$ cat config.mk
export PLATFORM = sky130hd
export DESIGN_NAME = mem_stage_fsm_flat
export DESIGN_NICKNAME = d
export VERILOG_FILES = /design/src/rtl/mem_stage_fsm_if.sv /design/src/rtl/mem_stage_fsm.sv /design/src/flat_wrapper.sv
export SDC_FILE = /design/constraint.sdc
export NUM_CORES = 1
export LEC_CHECK = 0
export ABC_AREA = 1
export CAP_MARGIN = 20
export CORE_AREA = 2 2 123 125
export DETAILED_ROUTE_END_ITERATION = 12
export DIE_AREA = 0 0 125 127
export DONT_BUFFER_PORTS = 1
export GPL_TIMING_DRIVEN = 0
export HOLD_SLACK_MARGIN = 0.08
export PLACE_DENSITY = 0.54
export SYNTH_ARGS = -nofsm -noshare
export SYNTH_HDL_FRONTEND = slang
export SYNTH_SLANG_ARGS = --single-unit
$ cat constraint.sdc
create_clock -name clk_in -period 8.1 [get_ports clk_in]
set_input_delay 0.81 -clock clk_in [delete_from_list [all_inputs] [get_ports clk_in]]
set_output_delay 0.81 -clock clk_in [all_outputs]
set_load 0.02 [all_outputs]
$ cat src/rtl/mem_stage_fsm_if.sv
// Memory Controller (MC) request/complete channel between the MEM stage and the MC.
//   master (MEM side) drives: MCE_out, MCrw_out, MCAddr_out, MCData_out, MCLen_out,
//                             MEM_MCAccess_out
//   slave  (MC side)  drives: MC_busy_in, MC_dataE_in, MC_data_in
interface mem_mc_if #(
  parameter int unsigned DATA_WIDTH = 32,
  parameter int unsigned ADDR_WIDTH = 32
);
  logic                  MCE_out;
  logic                  MCrw_out;
  logic [ADDR_WIDTH-1:0] MCAddr_out;
  logic [DATA_WIDTH-1:0] MCData_out;
  logic [2:0]            MCLen_out;
  logic                  MEM_MCAccess_out;
  logic                  MC_busy_in;
  logic                  MC_dataE_in;
  logic [DATA_WIDTH-1:0] MC_data_in;

  modport master (
    output MCE_out, MCrw_out, MCAddr_out, MCData_out, MCLen_out, MEM_MCAccess_out,
    input  MC_busy_in, MC_dataE_in, MC_data_in
  );

  modport slave (
    input  MCE_out, MCrw_out, MCAddr_out, MCData_out, MCLen_out, MEM_MCAccess_out,
    output MC_busy_in, MC_dataE_in, MC_data_in
  );
endinterface

$ cat src/rtl/mem_stage_fsm.sv
// MEM pipeline stage: issues loads/stores to the MC, stalls while an access is in
// flight, extends load data, and passes non-memory instructions straight through.
// Ports:
//   clk_in, rst_in      clock, asynchronous active-high reset
//   *_in (EX_MEM side)  instruction tag, memory op, address, store data, rd fields
//   mc                  MC channel (master modport), request fields are registered
//   *_out (MEM_WB side) tag, rd fields (combinational), fault pulse, stall request
module mem_stage_fsm #(
  parameter int unsigned DATA_WIDTH       = 32,
  parameter int unsigned ADDR_WIDTH       = 32,
  parameter int unsigned REG_IDX_WIDTH    = 5,
  parameter int unsigned INST_IDX_WIDTH   = 32,
  parameter bit          ALLOW_MISALIGNED = 1'b1
) (
  input  logic                      clk_in,
  input  logic                      rst_in,
  input  logic [INST_IDX_WIDTH-1:0] instIdx_in,
  input  logic [3:0]                memOp_in,
  input  logic [ADDR_WIDTH-1:0]     memAddr_in,
  input  logic [DATA_WIDTH-1:0]     valStore_in,
  input  logic                      rdE_in,
  input  logic [REG_IDX_WIDTH-1:0]  rdIdx_in,
  input  logic [DATA_WIDTH-1:0]     rdData_in,
  mem_mc_if.master                  mc,
  output logic [INST_IDX_WIDTH-1:0] instIdx_out,
  output logic                      rdE_out,
  output logic [REG_IDX_WIDTH-1:0]  rdIdx_out,
  output logic [DATA_WIDTH-1:0]     rdData_out,
  output logic                      memFault_out,
  output logic                      memStall_out
);

  localparam logic [3:0] OP_LB  = 4'd1;
  localparam logic [3:0] OP_LH  = 4'd2;
  localparam logic [3:0] OP_LW  = 4'd3;
  localparam logic [3:0] OP_LBU = 4'd4;
  localparam logic [3:0] OP_LHU = 4'd5;
  localparam logic [3:0] OP_SB  = 4'd6;
  localparam logic [3:0] OP_SH  = 4'd7;
  localparam logic [3:0] OP_SW  = 4'd8;

  typedef enum logic [1:0] {IDLE, REQ, DONE, FAULT} state_t;

  state_t                  state_q, state_d;
  logic                    mce_q, mce_d;
  logic                    rw_q, rw_d;
  logic [ADDR_WIDTH-1:0]   addr_q, addr_d;
  logic [DATA_WIDTH-1:0]   data_q, data_d;
  logic [2:0]              len_q, len_d;
  logic                    access_q, access_d;
  logic                    fault_q, fault_d;
  logic [DATA_WIDTH-1:0]   load_q, load_d;
  logic [3:0]              op_q, op_d;

  logic                    is_load, is_store, is_mem, misaligned, op_q_is_load;
  logic [2:0]              req_len;
  logic [DATA_WIDTH-1:0]   store_data, load_ext;

  // Decode of the incoming op: class, byte length, alignment, masked store data.
  always_comb begin
    is_load  = memOp_in inside {OP_LB, OP_LH, OP_LW, OP_LBU, OP_LHU};
    is_store = memOp_in inside {OP_SB, OP_SH, OP_SW};
    is_mem   = is_load | is_store;
    case (memOp_in)
      OP_LB, OP_LBU, OP_SB: req_len = 3'd1;
      OP_LH, OP_LHU, OP_SH: req_len = 3'd2;
      default:              req_len = 3'd4;
    endcase
    misaligned = ((req_len == 3'd2) && memAddr_in[0]) ||
                 ((req_len == 3'd4) && (memAddr_in[1:0] != 2'b00));
    store_data = '0;
    case (req_len)
      3'd1:    store_data[7:0]  = valStore_in[7:0];
      3'd2:    store_data[15:0] = valStore_in[15:0];
      default: store_data[31:0] = valStore_in[31:0];
    endcase
  end

  // Extension of the captured load word according to the op latched at issue.
  always_comb begin
    op_q_is_load = op_q inside {OP_LB, OP_LH, OP_LW, OP_LBU, OP_LHU};
    case (op_q)
      OP_LB:   load_ext = DATA_WIDTH'($signed(load_q[7:0]));
      OP_LH:   load_ext = DATA_WIDTH'($signed(load_q[15:0]));
      OP_LBU:  load_ext = DATA_WIDTH'(load_q[7:0]);
      OP_LHU:  load_ext = DATA_WIDTH'(load_q[15:0]);
      default: load_ext = DATA_WIDTH'($signed(load_q[31:0]));
    endcase
  end

  // State and registered MC request fields.
  always_ff @(posedge clk_in or posedge rst_in) begin
    if (rst_in) begin
      state_q  <= IDLE;
      mce_q    <= 1'b0;
      rw_q     <= 1'b0;
      addr_q   <= '0;
      data_q   <= '0;
      len_q    <= 3'd0;
      access_q <= 1'b0;
      fault_q  <= 1'b0;
      load_q   <= '0;
      op_q     <= 4'd0;
    end else begin
      state_q  <= state_d;
      mce_q    <= mce_d;
      rw_q     <= rw_d;
      addr_q   <= addr_d;
      data_q   <= data_d;
      len_q    <= len_d;
      access_q <= access_d;
      fault_q  <= fault_d;
      load_q   <= load_d;
      op_q     <= op_d;
    end
  end

  // Next state, next request fields and the combinational MEM_WB outputs.
  always_comb begin
    state_d      = state_q;
    mce_d        = mce_q;
    rw_d         = rw_q;
    addr_d       = addr_q;
    data_d       = data_q;
    len_d        = len_q;
    access_d     = access_q;
    fault_d      = 1'b0;
    load_d       = load_q;
    op_d         = op_q;
    instIdx_out  = instIdx_in;
    rdE_out      = rdE_in;
    rdIdx_out    = rdIdx_in;
    rdData_out   = rdData_in;
    memStall_out = 1'b0;

    case (state_q)
      IDLE: begin
        if (is_mem) begin
          memStall_out = 1'b1;
          rdE_out      = 1'b0;
          if (misaligned && !ALLOW_MISALIGNED) begin
            state_d = FAULT;
            fault_d = 1'b1;
          end else if (!mc.MC_busy_in) begin
            state_d  = REQ;
            mce_d    = 1'b1;
            access_d = 1'b1;
            rw_d     = is_store;
            addr_d   = memAddr_in;
            data_d   = is_store ? store_data : '0;
            len_d    = req_len;
            op_d     = memOp_in;
          end
        end
      end
      REQ: begin
        memStall_out = 1'b1;
        rdE_out      = 1'b0;
        if (mc.MC_dataE_in) begin
          state_d  = DONE;
          load_d   = mc.MC_data_in;
          mce_d    = 1'b0;
          access_d = 1'b0;
        end
      end
      DONE: begin
        state_d = IDLE;
        rdE_out = op_q_is_load ? rdE_in : 1'b0;
        if (op_q_is_load) rdData_out = load_ext;
      end
      FAULT: begin
        state_d = IDLE;
        rdE_out = 1'b0;
      end
      default: state_d = IDLE;
    endcase

    // Reset forces the pass-through path quiet as well.
    if (rst_in) begin
      instIdx_out  = '0;
      rdE_out      = 1'b0;
      rdIdx_out    = '0;
      rdData_out   = '0;
      memStall_out = 1'b0;
    end
  end

  assign mc.MCE_out          = mce_q;
  assign mc.MCrw_out         = rw_q;
  assign mc.MCAddr_out       = addr_q;
  assign mc.MCData_out       = data_q;
  assign mc.MCLen_out        = len_q;
  assign mc.MEM_MCAccess_out = access_q;
  assign memFault_out        = fault_q;

endmodule

$ cat src/flat_wrapper.sv
// flat-port wrapper written by rule: the top's interface ports become plain ports
module mem_stage_fsm_flat 
#(
  parameter int unsigned DATA_WIDTH       = 32,
  parameter int unsigned ADDR_WIDTH       = 32,
  parameter int unsigned REG_IDX_WIDTH    = 5,
  parameter int unsigned INST_IDX_WIDTH   = 32,
  parameter bit          ALLOW_MISALIGNED = 1'b1
)
  (clk_in, rst_in, instIdx_in, memOp_in, memAddr_in, valStore_in, rdE_in, rdIdx_in, rdData_in, instIdx_out, rdE_out, rdIdx_out, rdData_out, memFault_out, memStall_out, mc_MCE_out, mc_MCrw_out, mc_MCAddr_out, mc_MCData_out, mc_MCLen_out, mc_MEM_MCAccess_out, mc_MC_busy_in, mc_MC_dataE_in, mc_MC_data_in);
  mem_mc_if #(.DATA_WIDTH(DATA_WIDTH), .ADDR_WIDTH(ADDR_WIDTH)) mc_i ();
  input  logic clk_in;
  input  logic rst_in;
  input  logic [INST_IDX_WIDTH-1:0] instIdx_in;
  input  logic [3:0] memOp_in;
  input  logic [ADDR_WIDTH-1:0] memAddr_in;
  input  logic [DATA_WIDTH-1:0] valStore_in;
  input  logic rdE_in;
  input  logic [REG_IDX_WIDTH-1:0] rdIdx_in;
  input  logic [DATA_WIDTH-1:0] rdData_in;
  output logic [INST_IDX_WIDTH-1:0] instIdx_out;
  output logic rdE_out;
  output logic [REG_IDX_WIDTH-1:0] rdIdx_out;
  output logic [DATA_WIDTH-1:0] rdData_out;
  output logic memFault_out;
  output logic memStall_out;
  output wire logic [$bits(mc_i.MCE_out)-1:0] mc_MCE_out;
  output wire logic [$bits(mc_i.MCrw_out)-1:0] mc_MCrw_out;
  output wire logic [$bits(mc_i.MCAddr_out)-1:0] mc_MCAddr_out;
  output wire logic [$bits(mc_i.MCData_out)-1:0] mc_MCData_out;
  output wire logic [$bits(mc_i.MCLen_out)-1:0] mc_MCLen_out;
  output wire logic [$bits(mc_i.MEM_MCAccess_out)-1:0] mc_MEM_MCAccess_out;
  input wire logic [$bits(mc_i.MC_busy_in)-1:0] mc_MC_busy_in;
  input wire logic [$bits(mc_i.MC_dataE_in)-1:0] mc_MC_dataE_in;
  input wire logic [$bits(mc_i.MC_data_in)-1:0] mc_MC_data_in;
  assign mc_MCE_out = mc_i.MCE_out;
  assign mc_MCrw_out = mc_i.MCrw_out;
  assign mc_MCAddr_out = mc_i.MCAddr_out;
  assign mc_MCData_out = mc_i.MCData_out;
  assign mc_MCLen_out = mc_i.MCLen_out;
  assign mc_MEM_MCAccess_out = mc_i.MEM_MCAccess_out;
  assign mc_i.MC_busy_in = mc_MC_busy_in;
  assign mc_i.MC_dataE_in = mc_MC_dataE_in;
  assign mc_i.MC_data_in = mc_MC_data_in;
  mem_stage_fsm #(.DATA_WIDTH(DATA_WIDTH), .ADDR_WIDTH(ADDR_WIDTH), .REG_IDX_WIDTH(REG_IDX_WIDTH), .INST_IDX_WIDTH(INST_IDX_WIDTH), .ALLOW_MISALIGNED(ALLOW_MISALIGNED)) u_core (.clk_in(clk_in), .rst_in(rst_in), .instIdx_in(instIdx_in), .memOp_in(memOp_in), .memAddr_in(memAddr_in), .valStore_in(valStore_in), .rdE_in(rdE_in), .rdIdx_in(rdIdx_in), .rdData_in(rdData_in), .mc(mc_i), .instIdx_out(instIdx_out), .rdE_out(rdE_out), .rdIdx_out(rdIdx_out), .rdData_out(rdData_out), .memFault_out(memFault_out), .memStall_out(memStall_out));
endmodule
# Word level (Yosys, flattened, before mapping)
# Cells that the tools add are included.
[classes] n_eq_ne=21 n_mux=25 n_bitwise=2 reduce_logical=14
[ops] cell="2-to-1 mux 32 bit" n=5
[ops] cell="case mux 32 bit (4 select lines)" n=1
[ops] cell="== test 4 x 3 -> 1 bit, second input constant" n=6
[ops] cell="== test 4 x 2 -> 1 bit, second input constant" n=4
[ops] cell="2-to-1 mux 16 bit" n=1
[ops] cell="nonzero test 5 bit" n=2
[ops] cell="== test 4 x 1 -> 1 bit, second input constant" n=2
[ops] cell="2-to-1 mux 1 bit" n=8
[ops] cell="2-to-1 mux 8 bit" n=1
[ops] cell="2-to-1 mux 2 bit" n=3
[ops] cell="case mux 2 bit (3 select lines)" n=1
[ops] cell="case mux 3 bit (2 select lines)" n=1
[ops] cell="AND reduction 3 bit" n=2
[ops] cell="OR reduction 2 bit" n=3
[ops] cell="OR reduction 3 bit" n=2
[ops] cell="2-to-1 mux 5 bit" n=1
[ops] cell="== test 2 bit, second input constant" n=2
[ops] cell="== test 4 bit, second input constant" n=1
[ops] cell="inequality test 2 bit, second input constant" n=2
[ops] cell="case mux 1 bit (2 select lines)" n=2
[ops] cell="AND reduction 4 bit" n=1
[ops] cell="== test 3 x 1 -> 1 bit, second input constant" n=1
[ops] cell="== test 3 x 2 -> 1 bit, second input constant" n=1
[ops] cell="case mux 1 bit (3 select lines)" n=1
[ops] cell="8 further kinds" n=8
[totals] regBits=107 in_bits=174 out_inout_bits=142 wordCells=70

# Longest topological paths before layout
# Gate-level depths: netlist (run 1).
[logic_depth] ltp_word=7 ltp_mapped=10 mapped_depth_nobuf=8

# Least setup slack after synthesis (run 1)
# No wires, ideal clock.
[synth_path] kind="in2out" startpoint="in rst_in" endpoint="out rdData_out[0]" t_arrival_ns=5.248 required_time_ns=7.290 setup_slack_ns=2.042 path_stages=5 path_cell_list="clkbuf_1 > inv_1 > clkbuf_1 > o21ai_0 > nor2_1"
[synth_via] elab_chain_len=1
[synth_rtl] element="start: declaration" line_no="flat_wrapper.sv:13" text="input logic rst_in;"
[synth_rtl] element="2-to-1 mux 32 bit" line_no="mem_stage_fsm.sv:179" text="if (rst_in) begin"
[synth_rtl] element="end: declaration" line_no="flat_wrapper.sv:24" text="output logic [DATA_WIDTH-1:0] rdData_out;"
# No other way between the ends.

# Worst setup path after layout (run 1)
[layout_path] startpoint="in rst_in" endpoint="out rdData_out[2]"
# Same word-level chain as after synthesis.

==> results of run 1 <==
worst min path at each step:
stage,start,endpoint,cells after the start
detailed placement,u_core.load_q[13],u_core.load_q[13],2
global route,u_core.load_q[11],u_core.load_q[11],2
finish,u_core.load_q[13],u_core.load_q[13],2
CTS,u_core.load_q[13],u_core.load_q[13],2
floorplan,u_core.load_q[10],u_core.load_q[10],2
global placement,u_core.load_q[13],u_core.load_q[13],2
state kept, by name, indices dropped and copies added (netlist names):
| register | flops |
|---|---|
| u_core.mc.MCrw_out | 1 |
| u_core.mc.MEM_MCAccess_out | 1 |
| u_core.mc.MCLen_out | 3 |
| u_core.op_q | 4 |
| u_core.mc.MCAddr_out | 32 |
| u_core.state_q | 2 |
| u_core.load_q | 32 |
| u_core.mc.MCData_out | 32 |
cell type report:
type                       count  area, µm²  area share
sequential                   107       2678      0.4599
clock inverter                 5      37.54    0.006447
inverter                      73      276.5     0.04750
timing repair buffer           1      27.53    0.004728
buffer                        41      215.2     0.03697
tap                          184      230.2     0.03954
multi-input combinational    488       2122      0.3645
clock buffer                  11      232.7     0.03997
antenna                        1      2.502   0.0004298
cell families after synthesis:
family                     Yosys count  synth area share
AOI/OAI and AO/OA                   93           0.09158
other                                1         0.0007092
and+or+nand+nor                    392            0.3043
adders and majority gates            2          0.004732
DFF                                107            0.5064
buffers and inverters              114           0.09229
per-layer routing:
layer,track usage,vias up
met5,0,-
met4,0.07386,0
met3,0.08459,23
met2,0.3354,245
met1,0.2044,2095
li1,-,2222
tightest hold or removal path: cells and delay by family, from the launching register on:
family	cells	cell delay [ns]
AND/OR/NAND/NOR	2	0.10
flip-flops	1	0.34
Yosys cell counts:
cell        n
conb_1      1
nor2_4      2
a21oi_1    26
buf_2      14
buf_6       1
ha_1        2
nand4_1    17
a21oi_4     1
nand2_2     4
clkbuf_2    2
buf_1       6
nand3_2     2
inv_2       3
nor2_1     60
inv_1      69
nand3_4     1
o22ai_2     1
nand2_1   272
buf_4       8
o21ai_1    17
o21ai_0    48
nand3_1    33
nor2_2      1
inv_4       1
dfrtp_1   107
clkbuf_1   10
power groups by stage:
stage,Clock [W],Combinational [W],Sequential [W]
detailed placement,0,0.000401,0.000859
floorplan,0,0.000322,0.000829
global route,0.000445,0.000458,0.000866
global placement,0,0.000389,0.000857
finish,0.000408,0.000394,0.000850
CTS,0.000424,0.000400,0.000851
metrics by stage:
step / hold WS (ns) / area (µm²) / setup slack (ns) / util / total power [W]
6_report: 0.4731 / 5822 / 4.319 / 0.4036 / 0.001652
5_1_grt: 0.4849 / 5822 / 4.027 / 0.4036 / 0.001769
4_1_cts: 0.4771 / 5819 / 4.220 / 0.4035 / 0.001675
3_5_place_dp: 0.4599 / 5549 / 4.208 / 0.3847 / 0.001260
3_3_place_gp: 0.4564 / 5518 / 0.2689 / 0.3825 / 0.001246
2_1_floorplan: 0.4422 / 5288 / 2.042 / - / 0.001151
==> metrics, run 1 <==
Critical Path RT approximately 7.3 ns; worst skew pair latency approximately 0.35 ns; Fin Clk Skew 0.007875 ns; row count 44; timing-limited maximum frequency about 260 MHz; first-pass GRT wire length between 20000 and 25000 µm; Net Sw Power 0.0006434 W; hold_buf cts 0; Register-to-Register Path Depth 7; Worst setup endpoint rdData_out[2]; port bufs 0; Critical Path Max Stage Delay 0.63 ns; endpoints failing hold 0; Clock power frac 0.247; GRT Resource Usage Total 0.1916; met2 wire length roughly 7800 µm; Num CTS Buffers 9; P&R area growth vs syn 10.10%; GR Overflow Total 0; Final ANT Viol Nets 0; # clock sinks 107; worst-path cell chain clkbuf_1 > inv_1 > clkbuf_4 > buf_16 > o21ai_0 > nor2_1; die area 15880 µm²; total negative slack 0 ns; final critical-path share of the clock period 0.4667; maxcap violations 0; Peak VDD IR 0.1166 mV; Clock Path Buffers 2; Crit. Startpoint rst_in; Iteration-0 DRC Markers between 100 and 150; final non-filler cell total 911; crit path DAT between 2 and 3 ns; Slew Limit Fails 0; critical path class primary input to primary output; placed cells a little under 900; Slew @ Worst Pin 0.7174 ns; relative slew slack 0.5217; commonest cells after routing, fill and taps aside nand2_1, dfrtp_1, inv_1, nor2_1, o21ai_0; sw frac 0.3895; Post-Syn Area around 5300 µm²; leakage 3.103 nW; post_cts resized 0; share of the synthesized area in the top cell type 0.5064; sequential area share after synthesis 0.5064; Worst Path Buf+Inv 4; worst hold path type flop to flop; Root Buffer clkbuf_16; postcts setup bufs 0; die height around 130 µm; Metal-1 WL between 5000 and 6000 µm; Worst Path Max Fanout 72; crit-path leading delay family buffers and inverters; Die X-Extent between 100 and 150 µm; Yosys cell types 26; Top Layer Used met4; initial antenna violation count 1; vias per inst 5.033; fill cell count 1521; Pint roughly 0.001 W; Seq pwr share 0.514; pin count of the biggest net entering global routing 73; routability congestion estimate 0.7995; metal3 WL 1765 µm; minimum clock period roughly 3.8 ns; Post-Synthesis Cells 709; # IOs around 320; Worst Setup End Kind primary output; fraction of layout cells with a size suffix above 1 0.07851; synthesized area per cell 7.458 µm²; Power Density between 200 and 300 nW/µm²; DRC Markers 0; Initial Util 0.3666; mean routed wirelength per cell ~17 µm; detailed-route via count roughly 4600; Synth warnings 0; flop-to-flop setup slack 6.38 ns; RR Startpoint u_core.state_q[1]; commonest non-fill, non-tap cell in the layout nand2_1; core area 14420 µm²; worst r2r dst u_core.load_q[8]; Gate power share 0.238; Crit-path slowest cell clkbuf_4; Worst setup SP type primary input; Final setup viols 0; final WL 15520 µm; vias in the first global route 4617; synth top area cells dfrtp_1, nand2_1, inv_1, o21ai_0, nor2_1; Yosys top cell by area dfrtp_1; RSZ-0062 raised after global routing no; Nets 897; CTS tree built; DR pass1 iterations 4; H-tree levels 3; flops & latches, synth roughly 110; status complete, no violations; dpl hpwl 12240 µm; Crit path depth 6; Net Count, Synth 885; Worst-path clk slew ~0.060 ns
(Power assumes the default switching activity.)
==> run 2: changes to the inputs <==
==> constraint.sdc (replaced) <==
create_clock -name clk_in -period 3.6 [get_ports clk_in]
set_input_delay 0.36 -clock clk_in [delete_from_list [all_inputs] [get_ports clk_in]]
set_output_delay 0.36 -clock clk_in [all_outputs]
set_load 0.02 [all_outputs]
==> metrics, run 2 (synthesis gave the netlist of run 1 again) <==
Final ANT Viol Nets 0; leakage 3.113 nW; pin count of the biggest net entering global routing roughly 120; port bufs 0; Fin Clk Skew 0.01023 ns; status complete, no violations; CTS tree built; Worst Setup End Kind primary output; Final setup viols 0; Setup Slack @ Placement roughly 0.67 ns; vias per inst 4.945; hold_buf cts 0; RR Startpoint u_core.state_q[1]; endpoints failing hold 0; die height 127 µm; worst r2r dst u_core.load_q[6]; RSZ-0062 raised after global routing no; detailed-route via count 4495; routability congestion estimate ~0.83; Worst Path Max Fanout 116; Clock Path Buffers 2; mean routed wirelength per cell 17.14 µm; Num CTS Buffers 9; Root Buffer clkbuf_16; GR Overflow Total 0; row count 44; minimum clock period 2.803 ns; postcts setup bufs 0; Worst Hold Path EP u_core.mc.MCAddr_out[22]; Slew Limit Fails 0; finished layout cell area 5822 µm²; Worst-path clk slew around 0.070 ns; relative slew slack 0.4107; Power Density 648.3 nW/µm²; Worst setup SP type primary input; Die X-Extent 125 µm; Min-Delay Startpoint memAddr_in[22]; worst hold path type primary input to flop; post_cts resized 0; crit path DAT approximately 2.4 ns; Iteration-0 DRC Markers approximately 150; fraction of layout cells with a size suffix above 1 0.07862; DRC Markers 0; # clock sinks 107; Initial Util 0.3666; DR pass1 iterations 6; # IOs 316; Register-to-Register Path Depth 7; maxcap violations 0; core area between 10000 and 15000 µm²; flop-to-flop setup slack 1.98 ns; Slew @ Worst Pin about 0.88 ns; P&R area growth vs syn 10.10%; final critical-path share of the clock period 0.7787; number of inserted diodes 0; hold path depth 2; critical path class primary input to primary output; setup ws final 0.7966 ns; final WL 15580 µm; fill cell count approximately 1500; commonest non-fill, non-tap cell in the layout nand2_1; initial antenna violation count 0; dpl hpwl 12150 µm; Final Hold Slack around 0.12 ns; timing-limited maximum frequency roughly 360 MHz; Peak VDD IR 0.3207 mV; DP Area 5528 µm²; vias in the first global route 4658; first-pass GRT wire length 24290 µm; H-tree levels 3; Critical Path RT ~3.2 ns; Nets 896; worst skew pair latency 0.35 ns; GRT Resource Usage Total 0.1947; commonest cells after routing, fill and taps aside nand2_1, dfrtp_1, inv_1, nor2_1, o21ai_0; die area 15880 µm²
## run 2: cell types whose count changed in the layout (fill, tap and decap cells not counted)
cell / before / now
inv_6: 1 / 3
clkinv_4: 1 / 0
inv_8: 0 / 1
diode_2: 1 / 0
clkbuf_8: 0 / 3
buf_16: 1 / 0
clkinv_2: 1 / 0
clkbuf_4: 1 / 0
clkbuf_1: 11 / 10
clkinvlp_4: 2 / 0
## run 2: through the flow
stage                     total power [W]  TNS (ns)    util  std cells
after detailed placement         0.002837         0  0.3832        893
after global routing             0.004054         0  0.4036        909
after floorplan                  0.002590         0       -        709
after CTS                        0.003829         0  0.4036        909
after global placement           0.002807    -25.93  0.3826        893
final                            0.003775         0  0.4036        909
## run 2: cell type report
type / instances / area, µm² / share of cell area
Inverter: 73 / 276.5 / 0.04750
Sequential cell: 107 / 2678 / 0.4599
Tap cell: 184 / 230.2 / 0.03954
Clock inverter: 4 / 37.54 / 0.006447
Multi-Input combinational cell: 488 / 2122 / 0.3645
Clock buffer: 12 / 256.5 / 0.04406
Buffer: 41 / 221.5 / 0.03804
## run 2: how the worst max path moves through the flow
stage	from	end	slack, ns	cells past startpoint
after floorplan	rst_in	rdData_out[0]	0.35	5
after global placement	rst_in	rdE_out	-0.87	5
after detailed placement	rst_in	rdE_out	0.67	5
after CTS	rst_in	rdE_out	0.65	5
after global routing	rst_in	rdE_out	0.52	5
final	rst_in	rdE_out	0.80	5
## run 2: metal layers
metal / routed length, µm / global-route usage / vias up
met1: 5954 / 0.2097 / 2047
met3: 1446 / 0.06868 / 18
met2: 7848 / 0.3507 / 208
met5: 0 / 0 / -
met4: 329 / 0.07778 / 0
li1: - / - / 2222
## run 2: power by group
part	internal, W	switching [W]	total, W
clock network	0.000521	0.000454	0.000975
logic	0.000282	0.000609	0.000891
registers	0.00151	0.000397	0.00191
## run 2: worst max-delay path, stage by stage
cell,delay (ns)
clkbuf_1,0.27
inv_1,0.39
clkbuf_8,0.75
nand2_1,0.20
a21oi_1,0.44
